**src/rtl/highscore_manager_pkg.sv**
```systemverilog
// highscore_manager_pkg
//   Shared constants and types for the high-score block.
//   - BUTTON_* : bit positions inside the 8-bit one-pulse button bus
//   - CHAR_A / CHAR_SPACE : first / last selectable character codes
//   - CHAR_SIZE / SCORE_SIZE : default character and score widths
//   - hs_phase_t : control phases of the high-score flow
package highscore_manager_pkg;

   localparam int BUTTON_UP    = 0;
   localparam int BUTTON_DOWN  = 1;
   localparam int BUTTON_LEFT  = 2;
   localparam int BUTTON_RIGHT = 3;

   localparam int CHAR_SIZE  = 5;
   localparam int SCORE_SIZE = 16;
   localparam int CHAR_A     = 0;
   localparam int CHAR_SPACE = 26;

   typedef enum logic [2:0] {
      IDLE,
      CHECK,
      NAMING,
      INSERT,
      DISPLAY
   } hs_phase_t;

endpackage

```
**src/rtl/highscore_manager_keypad.sv**
```systemverilog
// name_entry_keypad
//   Edits a NAME_LEN-character name with the four direction buttons.
//   Ports:
//     clk, rst        clock, synchronous active-high reset
//     clear           forces all characters to CHAR_MIN and cursor to 0
//     active          enables editing
//     event_onepulse  one-cycle button pulses (BUTTON_* positions)
//     name_entry      char j at [j*CHAR_SIZE +: CHAR_SIZE], j=0 leftmost
//     cursor          edit position; NAME_LEN is the confirm slot
//     confirm         combinational one-cycle confirm strobe
module name_entry_keypad #(
   parameter int NAME_LEN  = 3,
   parameter int CHAR_SIZE = highscore_manager_pkg::CHAR_SIZE,
   parameter int CHAR_MIN  = highscore_manager_pkg::CHAR_A,
   parameter int CHAR_MAX  = highscore_manager_pkg::CHAR_SPACE,
   localparam int CW       = $clog2(NAME_LEN + 1)
) (
   input  logic                          clk,
   input  logic                          rst,
   input  logic                          clear,
   input  logic                          active,
   input  logic [7:0]                    event_onepulse,
   output logic [NAME_LEN*CHAR_SIZE-1:0] name_entry,
   output logic [CW-1:0]                 cursor,
   output logic                          confirm
);
   import highscore_manager_pkg::BUTTON_UP;
   import highscore_manager_pkg::BUTTON_DOWN;
   import highscore_manager_pkg::BUTTON_LEFT;
   import highscore_manager_pkg::BUTTON_RIGHT;

   localparam logic [CHAR_SIZE-1:0] C_MIN    = CHAR_SIZE'(CHAR_MIN);
   localparam logic [CHAR_SIZE-1:0] C_MAX    = CHAR_SIZE'(CHAR_MAX);
   localparam logic [CW-1:0]        CUR_LAST = CW'(NAME_LEN);
   // Any button except LEFT/RIGHT confirms while on the confirm slot.
   localparam logic [7:0] CONFIRM_MASK =
      ~((8'd1 << BUTTON_LEFT) | (8'd1 << BUTTON_RIGHT));

   logic [CHAR_SIZE-1:0] chars_q [NAME_LEN];
   logic                 at_confirm;
   logic                 btn_up, btn_down, btn_left, btn_right;

   assign btn_up     = event_onepulse[BUTTON_UP];
   assign btn_down   = event_onepulse[BUTTON_DOWN];
   assign btn_left   = event_onepulse[BUTTON_LEFT];
   assign btn_right  = event_onepulse[BUTTON_RIGHT];
   assign at_confirm = (cursor == CUR_LAST);
   assign confirm    = active && at_confirm && |(event_onepulse & CONFIRM_MASK);

   // NOTE: every always_comb output gets a default first so no path can infer a latch.
   always_comb begin
      name_entry = '0;
      for (int j = 0; j < NAME_LEN; j++) name_entry[j*CHAR_SIZE +: CHAR_SIZE] = chars_q[j];
   end

   always_ff @(posedge clk) begin
      if (rst || clear) begin
         for (int j = 0; j < NAME_LEN; j++) chars_q[j] <= C_MIN;
         cursor <= '0;
      end else if (active && !confirm) begin
         // Priority UP > DOWN > LEFT > RIGHT, one action per cycle.
         if (btn_up || btn_down) begin
            for (int j = 0; j < NAME_LEN; j++) begin
               if (cursor == CW'(j)) begin
                  if (btn_up)
                     chars_q[j] <= (chars_q[j] == C_MAX) ? C_MIN : chars_q[j] + CHAR_SIZE'(1);
                  else
                     chars_q[j] <= (chars_q[j] == C_MIN) ? C_MAX : chars_q[j] - CHAR_SIZE'(1);
               end
            end
         end else if (btn_left) begin
            cursor <= (cursor == '0) ? CUR_LAST : cursor - CW'(1);
         end else if (btn_right) begin
            cursor <= at_confirm ? '0 : cursor + CW'(1);
         end
      end
   end

endmodule

```
**src/rtl/highscore_manager.sv**
```systemverilog
// highscore_manager
//   Owns a sorted ENTRIES-deep high-score table; checks a finished game's
//   score, lets the player enter a name, and performs a multi-cycle sorted
//   insert (new score placed below equal existing scores).
//   Ports:
//     clk, rst        clock, synchronous active-high reset
//     en              high while in the scoreboard scene
//     event_onepulse  one-cycle button pulses
//     new_score       final score of the finished game
//     done / busy     high in DISPLAY / INSERT
//     qualifies       result of the qualification check
//     rank            slot of the last insert; ENTRIES = not placed
//     cursor, name_entry            name editor state
//     table_scores, table_names     flattened table, entry 0 highest
module highscore_manager #(
   parameter int ENTRIES    = 5,
   parameter int NAME_LEN   = 3,
   parameter int SCORE_SIZE = highscore_manager_pkg::SCORE_SIZE,
   parameter int CHAR_SIZE  = highscore_manager_pkg::CHAR_SIZE,
   parameter int CHAR_MIN   = highscore_manager_pkg::CHAR_A,
   parameter int CHAR_MAX   = highscore_manager_pkg::CHAR_SPACE,
   localparam int RW        = $clog2(ENTRIES + 1),
   localparam int CW        = $clog2(NAME_LEN + 1),
   localparam int NW        = NAME_LEN * CHAR_SIZE
) (
   input  logic                            clk,
   input  logic                            rst,
   input  logic                            en,
   input  logic [7:0]                      event_onepulse,
   input  logic [SCORE_SIZE-1:0]           new_score,
   output logic                            done,
   output logic                            busy,
   output logic                            qualifies,
   output logic [RW-1:0]                   rank,
   output logic [CW-1:0]                   cursor,
   output logic [NW-1:0]                   name_entry,
   output logic [ENTRIES*SCORE_SIZE-1:0]   table_scores,
   output logic [ENTRIES*NW-1:0]           table_names
);
   import highscore_manager_pkg::hs_phase_t;
   import highscore_manager_pkg::IDLE;
   import highscore_manager_pkg::CHECK;
   import highscore_manager_pkg::NAMING;
   import highscore_manager_pkg::INSERT;
   import highscore_manager_pkg::DISPLAY;

   localparam logic [RW-1:0] NOT_PLACED = RW'(ENTRIES);
   localparam logic [RW-1:0] LAST_IDX   = RW'(ENTRIES - 1);

   hs_phase_t             state_q;
   logic [SCORE_SIZE-1:0] score_q;
   logic [RW-1:0]         idx_q;
   logic [SCORE_SIZE-1:0] scores_q [ENTRIES];
   logic [NW-1:0]         names_q  [ENTRIES];
   logic                  confirm;

   name_entry_keypad #(
      .NAME_LEN (NAME_LEN),
      .CHAR_SIZE(CHAR_SIZE),
      .CHAR_MIN (CHAR_MIN),
      .CHAR_MAX (CHAR_MAX)
   ) u_keypad (
      .clk           (clk),
      .rst           (rst),
      .clear         (state_q == IDLE),
      .active        (state_q == NAMING),
      .event_onepulse(event_onepulse),
      .name_entry    (name_entry),
      .cursor        (cursor),
      .confirm       (confirm)
   );

   always_comb begin
      table_scores = '0;
      table_names  = '0;
      for (int i = 0; i < ENTRIES; i++) begin
         table_scores[i*SCORE_SIZE +: SCORE_SIZE] = scores_q[i];
         table_names[i*NW +: NW]                  = names_q[i];
      end
   end

   // NOTE: sequential state uses non-blocking assignments so every register sees pre-edge values.
   always_ff @(posedge clk) begin
      if (rst) begin
         state_q   <= IDLE;
         score_q   <= '0;
         idx_q     <= '0;
         done      <= 1'b0;
         busy      <= 1'b0;
         qualifies <= 1'b0;
         rank      <= NOT_PLACED;
         // NOTE: the table is a register array, not RAM, because reset must visibly clear every entry.
         for (int i = 0; i < ENTRIES; i++) begin
            scores_q[i] <= '0;
            names_q[i]  <= {NAME_LEN{CHAR_SIZE'(CHAR_MAX)}};
         end
      end else begin
         case (state_q)
            IDLE: if (en) state_q <= CHECK;
            CHECK: begin
               score_q   <= new_score;
               qualifies <= (new_score > scores_q[ENTRIES-1]);
               if (!en) begin
                  state_q <= IDLE;
               end else if (new_score > scores_q[ENTRIES-1]) begin
                  state_q <= NAMING;
               end else begin
                  rank    <= NOT_PLACED;
                  done    <= 1'b1;
                  state_q <= DISPLAY;
               end
            end
            NAMING: begin
               if (!en) begin
                  state_q <= IDLE;
               end else if (confirm) begin
                  idx_q   <= LAST_IDX;
                  busy    <= 1'b1;
                  state_q <= INSERT;
               end
            end
            INSERT: begin
               // Bubble the hole upward while the entry above is strictly lower.
               if (idx_q != '0 && scores_q[idx_q - RW'(1)] < score_q) begin
                  scores_q[idx_q] <= scores_q[idx_q - RW'(1)];
                  names_q[idx_q]  <= names_q[idx_q - RW'(1)];
                  idx_q           <= idx_q - RW'(1);
               end else begin
                  scores_q[idx_q] <= score_q;
                  names_q[idx_q]  <= name_entry;
                  rank            <= idx_q;
                  busy            <= 1'b0;
                  done            <= 1'b1;
                  state_q         <= DISPLAY;
               end
            end
            DISPLAY: begin
               if (!en) begin
                  done    <= 1'b0;
                  state_q <= IDLE;
               end
            end
            default: state_q <= IDLE;
         endcase
      end
   end

endmodule

```
**config.mk**
```make
export PLATFORM = sky130hd
export DESIGN_NAME = highscore_manager
export DESIGN_NICKNAME = d
export VERILOG_FILES = /design/src/rtl/highscore_manager_pkg.sv /design/src/rtl/highscore_manager_keypad.sv /design/src/rtl/highscore_manager.sv
export SDC_FILE = /design/constraint.sdc
export NUM_CORES = 1
export LEC_CHECK = 0
export BUFFER_PORTS_ARGS = -buffer_cell sky130_fd_sc_hd__buf_4
export CORE_MARGIN = 4
export CORE_UTILIZATION = 45
export DETAILED_ROUTE_END_ITERATION = 10
export PLACE_DENSITY = 0.72
export SLEW_MARGIN = 20
export SYNTH_ARGS = -nofsm -noshare
export SYNTH_HDL_FRONTEND = slang
export SYNTH_SLANG_ARGS = --single-unit
```
**constraint.sdc**
```tcl
create_clock -name clk -period 6.23 [get_ports clk]
set_input_delay 1.246 -clock clk [delete_from_list [all_inputs] [get_ports clk]]
set_output_delay 1.246 -clock clk [all_outputs]
set_load 0.01 [all_outputs]
```
==> flow_summary_export.csv <==
group,metric,value,unit
critical_path,end_kind,"register",
min_path,min_path_type,"reg -> reg",
critical_path,r2r-start,"idx_q[0]",
critical_path,critical_path.max_fanout,27,
critical_path,critPathRequiredTime,6.50,ns
critical_path,crit_path_start_kind,"register",
timing,fmax,189.7,MHz
detailed_routing,drt-vias-per-instance,6.077,
global_route,grt_pass1_wl,64220,um
timing,whs,0.4704,ns
power,powerDensity,246.8,nW/um2
timing,hold_violations,0,
detailed_routing,wl_per_cell,24.62,um
clock_tree,ctsResizeCount,0,
clock_tree,post_cts_buffers,0,
die,initial_core_util,0.4577,
yosys,synth_edf_count,263,
timing,worst_pin_slew,0.9681,ns
yosys,synth_cell_types,58,
timing,period_share,0.8462,
min_path,worstHoldPathCells,2,
placed_design,dp_hpwl,28090,um
yosys,synthArstFlopShare,0,
outcome,status,"finished, final reports clean",
detailed_routing,drt_iter0_drc,1046,
global_route,grt_pass1_vias,10540,
final_layout,nNetsFinal,1379,
yosys,ys_ff_latch,293,
yosys,avgSynthCellArea,13.22,um2
die,ios,205,
final_layout,n_fill_cell,2541,
detailed_routing,drt-pass1-iter-count,5,
global_route,grt_max_degree,37,
critical_path,r2r_slack,0.96,ns
critical_path,cp_slowest_stage_delay,0.73,ns
timing,slew-limit-headroom,0.3530,
placed_design,gp_congestion,0.8732,
clock_tree,clock-sinks,293,
detailed_routing,wl,42610,um
die,die_w,187.4,um
yosys,yosysTopAreaCell,"edfxtp_1",
clock_tree,cts_tree,"yes",
final_layout,layout-drive-gt1-share,0.3002,
timing,slew_violations,0,
final_layout,syn_to_final_growth,21.05,%
yosys,seq_area_frac_synth,0.5869,
die,die_y,187.4,um
clock_tree,cts.reportedPaths.clkPinSlew,0.06,ns
detailed_routing,route.detailed.drc,0,
yosys,synth_nets,1168,
clock_tree,cts-htree-levels,1,
placed_design,placed_cells,1677,
clock_tree,cts-root-buf,"clkbuf_16",
timing,final.setup.worst_slack,0.9585,ns
critical_path,crit_top_cell,"buf_4",
global_route,track_usage,0.2348,
critical_path,cp_slowest_cell,"nor3_1",
min_path,worstHoldStart,"score_q[2]",
die,die-area,35110,um2
power,peakVddDrop,0.2187,mV
min_path,min_to,"score_q[2]",
timing,period_minus_slack,5.272,ns
placed_design,dp_slack,1.135,ns
final_layout,diodes,0,
timing,setup_viol,0,
yosys,synth_area,14480,um2
placed_design,io_buffers,204,
clock_tree,clock_latency,0.57,ns
clock_tree,cts_buffers,29,
critical_path,path_buf_inv,5,
critical_path,crit_family,"simple AND/OR/NAND/NOR gates",
critical_path,cp_cell_sequence,"clkinv_1, ha_4, buf_4, mux4_2, mux2i_1, inv_1, ha_1, nand4_1, nor3_1, o21ai_0, buf_4, o21a_1, buf_4, nor3_1, nor2_1",
detailed_routing,num_vias,10520,
timing,setup_tns,0,ns
global_route,grt-ovfl-total,0,
yosys,syn_inst,1095,
yosys,yosysTopAreaCellShare,0.5455,
global_route,antenna_found_initial,0,
power,leakagePower,0.006028,uW
critical_path,rr_endpoint,"scores_q[5][11]",
final_layout,finalNonFillerCells,1731,
critical_path,worstPathArrival,5.54,ns
yosys,yosysWarnings,0,
die,core_area,31640,um2
yosys,synth_area_leaders,"edfxtp_1 (55%), mux4_2 (10%), nor3_1 (4.3%), dfxtp_1 (4.1%), ha_1 (4.0%)",
critical_path,reg2regPathDepth,15,
yosys,yosys_most_used_dff,"edfxtp_1",
detailed_routing,drtAntennaViolNets,0,
die,rows,65,
flow_run,drv_cap,0,
critical_path,crit_type,"reg -> reg",
clock_tree,cts_buffer_depth,3,
timing,rsz0062_at_grt,"no",
clock_tree,cts_hold_buf,0,
timing,fin_worst_skew,0.01981,ns
## report_power, final
group	switching (uW)	leakage (uW)	internal, uW
combinational	182	0.00286	130
clock	736	0.000470	1020
sequential	77.3	0.00269	2180
total	996	0.00603	3330
## sequential cells by signal, summed over array words and instances (netlist names)
register / count
busy: 1
qualifies: 1
scores_q: 128
u_keypad.chars_q: 15
state_q: 3
names_q: 120
idx_q: 3
done: 1
score_q: 16
u_keypad.cursor: 2
rank: 3
## kinds of logic after synthesis
family | Yosys count | synth area share
and+or+nand+nor | 336 | 0.1105
DFF | 293 | 0.5869
AOI/OAI and AO/OA | 204 | 0.1063
buffers and inverters | 123 | 0.03595
muxes | 86 | 0.1163
adders and majority gates | 46 | 0.03975
xor gates and xnor gates | 7 | 0.004234
## cell usage in the layout, fill, tap and decap left out, types with 7 or more instances in the layout
cell type | synthesis | final
nor2_1 | 67 | 65
nor3_1 | 125 | 124
nand2_1 | 69 | 69
a21oi_1 | 54 | 54
ha_1 | 46 | 44
clkbuf_16 | 0 | 29
mux2i_1 | 7 | 7
mux2_2 | 14 | 14
a221oi_4 | 10 | 10
nor2b_1 | 15 | 15
dfxtp_1 | 30 | 29
nand3_1 | 24 | 24
edfxtp_1 | 263 | 263
buf_4 | 6 | 242
nand4_1 | 9 | 9
o211ai_1 | 21 | 21
a211oi_1 | 27 | 27
mux4_2 | 64 | 64
clkinv_1 | 2 | 7
o21ai_0 | 21 | 21
o21ai_1 | 30 | 30
inv_1 | 58 | 58
## worst min-delay path: stages, from the launching register on
cell     delay (ns)
dfxtp_1        0.32
nand2_1        0.05
a21oi_1        0.05
## layer usage
metal	share of wire	vias to the layer above	wire (um)	global-route usage
met4	0.033	0	1421	0.08300
met3	0.11	91	4545	0.04797
met5	0	-	0	0
met2	0.47	606	20030	0.3738
li1	-	4680	-	-
met1	0.39	5142	16610	0.3239
## cell usage after synthesis (all sizes together) (2+ instances only)
| master | number |
|---|---|
| nand4 | 9 |
| a21boi | 2 |
| a211o | 3 |
| a221oi | 12 |
| nand2 | 69 |
| a2111oi | 4 |
| a21oi | 59 |
| and3 | 2 |
| nand3 | 24 |
| o21ai | 52 |
| a31o | 3 |
| mux2 | 15 |
| o22ai | 2 |
| nor2b | 15 |
| mux4 | 64 |
| nor3 | 126 |
| dfxtp | 30 |
| or4 | 2 |
| o211ai | 21 |
| a41oi | 2 |
| o21a | 5 |
| clkinv | 2 |
| xnor2 | 6 |
| a211oi | 27 |
| a22oi | 2 |
| buf | 24 |
| and2 | 5 |
| clkbuf | 39 |
| nor2 | 67 |
| edfxtp | 263 |
| nand2b | 4 |
| inv | 58 |
| ha | 46 |
| a311oi | 5 |
| mux2i | 7 |
| nor4 | 5 |
| or2 | 4 |
## worst max path at each step
stage	start	to	slack [ns]	depth (start not counted)
finish	idx_q[0]	scores_q[5][11]	0.96	15
global route	idx_q[0]	scores_q[5][11]	0.72	15
CTS	idx_q[0]	names_q[7][7]	1.08	13
detailed placement	idx_q[0]	scores_q[7][11]	1.14	15
floorplan	idx_q[0]	names_q[5][1]	1.21	20
global placement	idx_q[0]	scores_q[7][11]	1.23	15
## final cells by class
type / instances / area, um2 / share of cell area
Tap cell: 402 / 503.0 / 0.02870
Inverter: 60 / 225.2 / 0.01285
Timing Repair Buffer: 243 / 1837 / 0.1048
Multi-Input combinational cell: 679 / 5504 / 0.3140
Clock inverter: 16 / 166.4 / 0.009495
Sequential cell: 293 / 8502 / 0.4851
Clock buffer: 38 / 789.5 / 0.04505
## stage by stage
step	total power (uW)	instance area, um2	util
2_1_floorplan	2442	14480	-
3_3_place_gp	2603	16570	0.5238
3_5_place_dp	2608	16570	0.5238
4_1_cts	4334	17530	0.5540
5_1_grt	4463	17530	0.5540
6_report	4326	17530	0.5540
No activity file was read; power rests on OpenSTA's default activity.
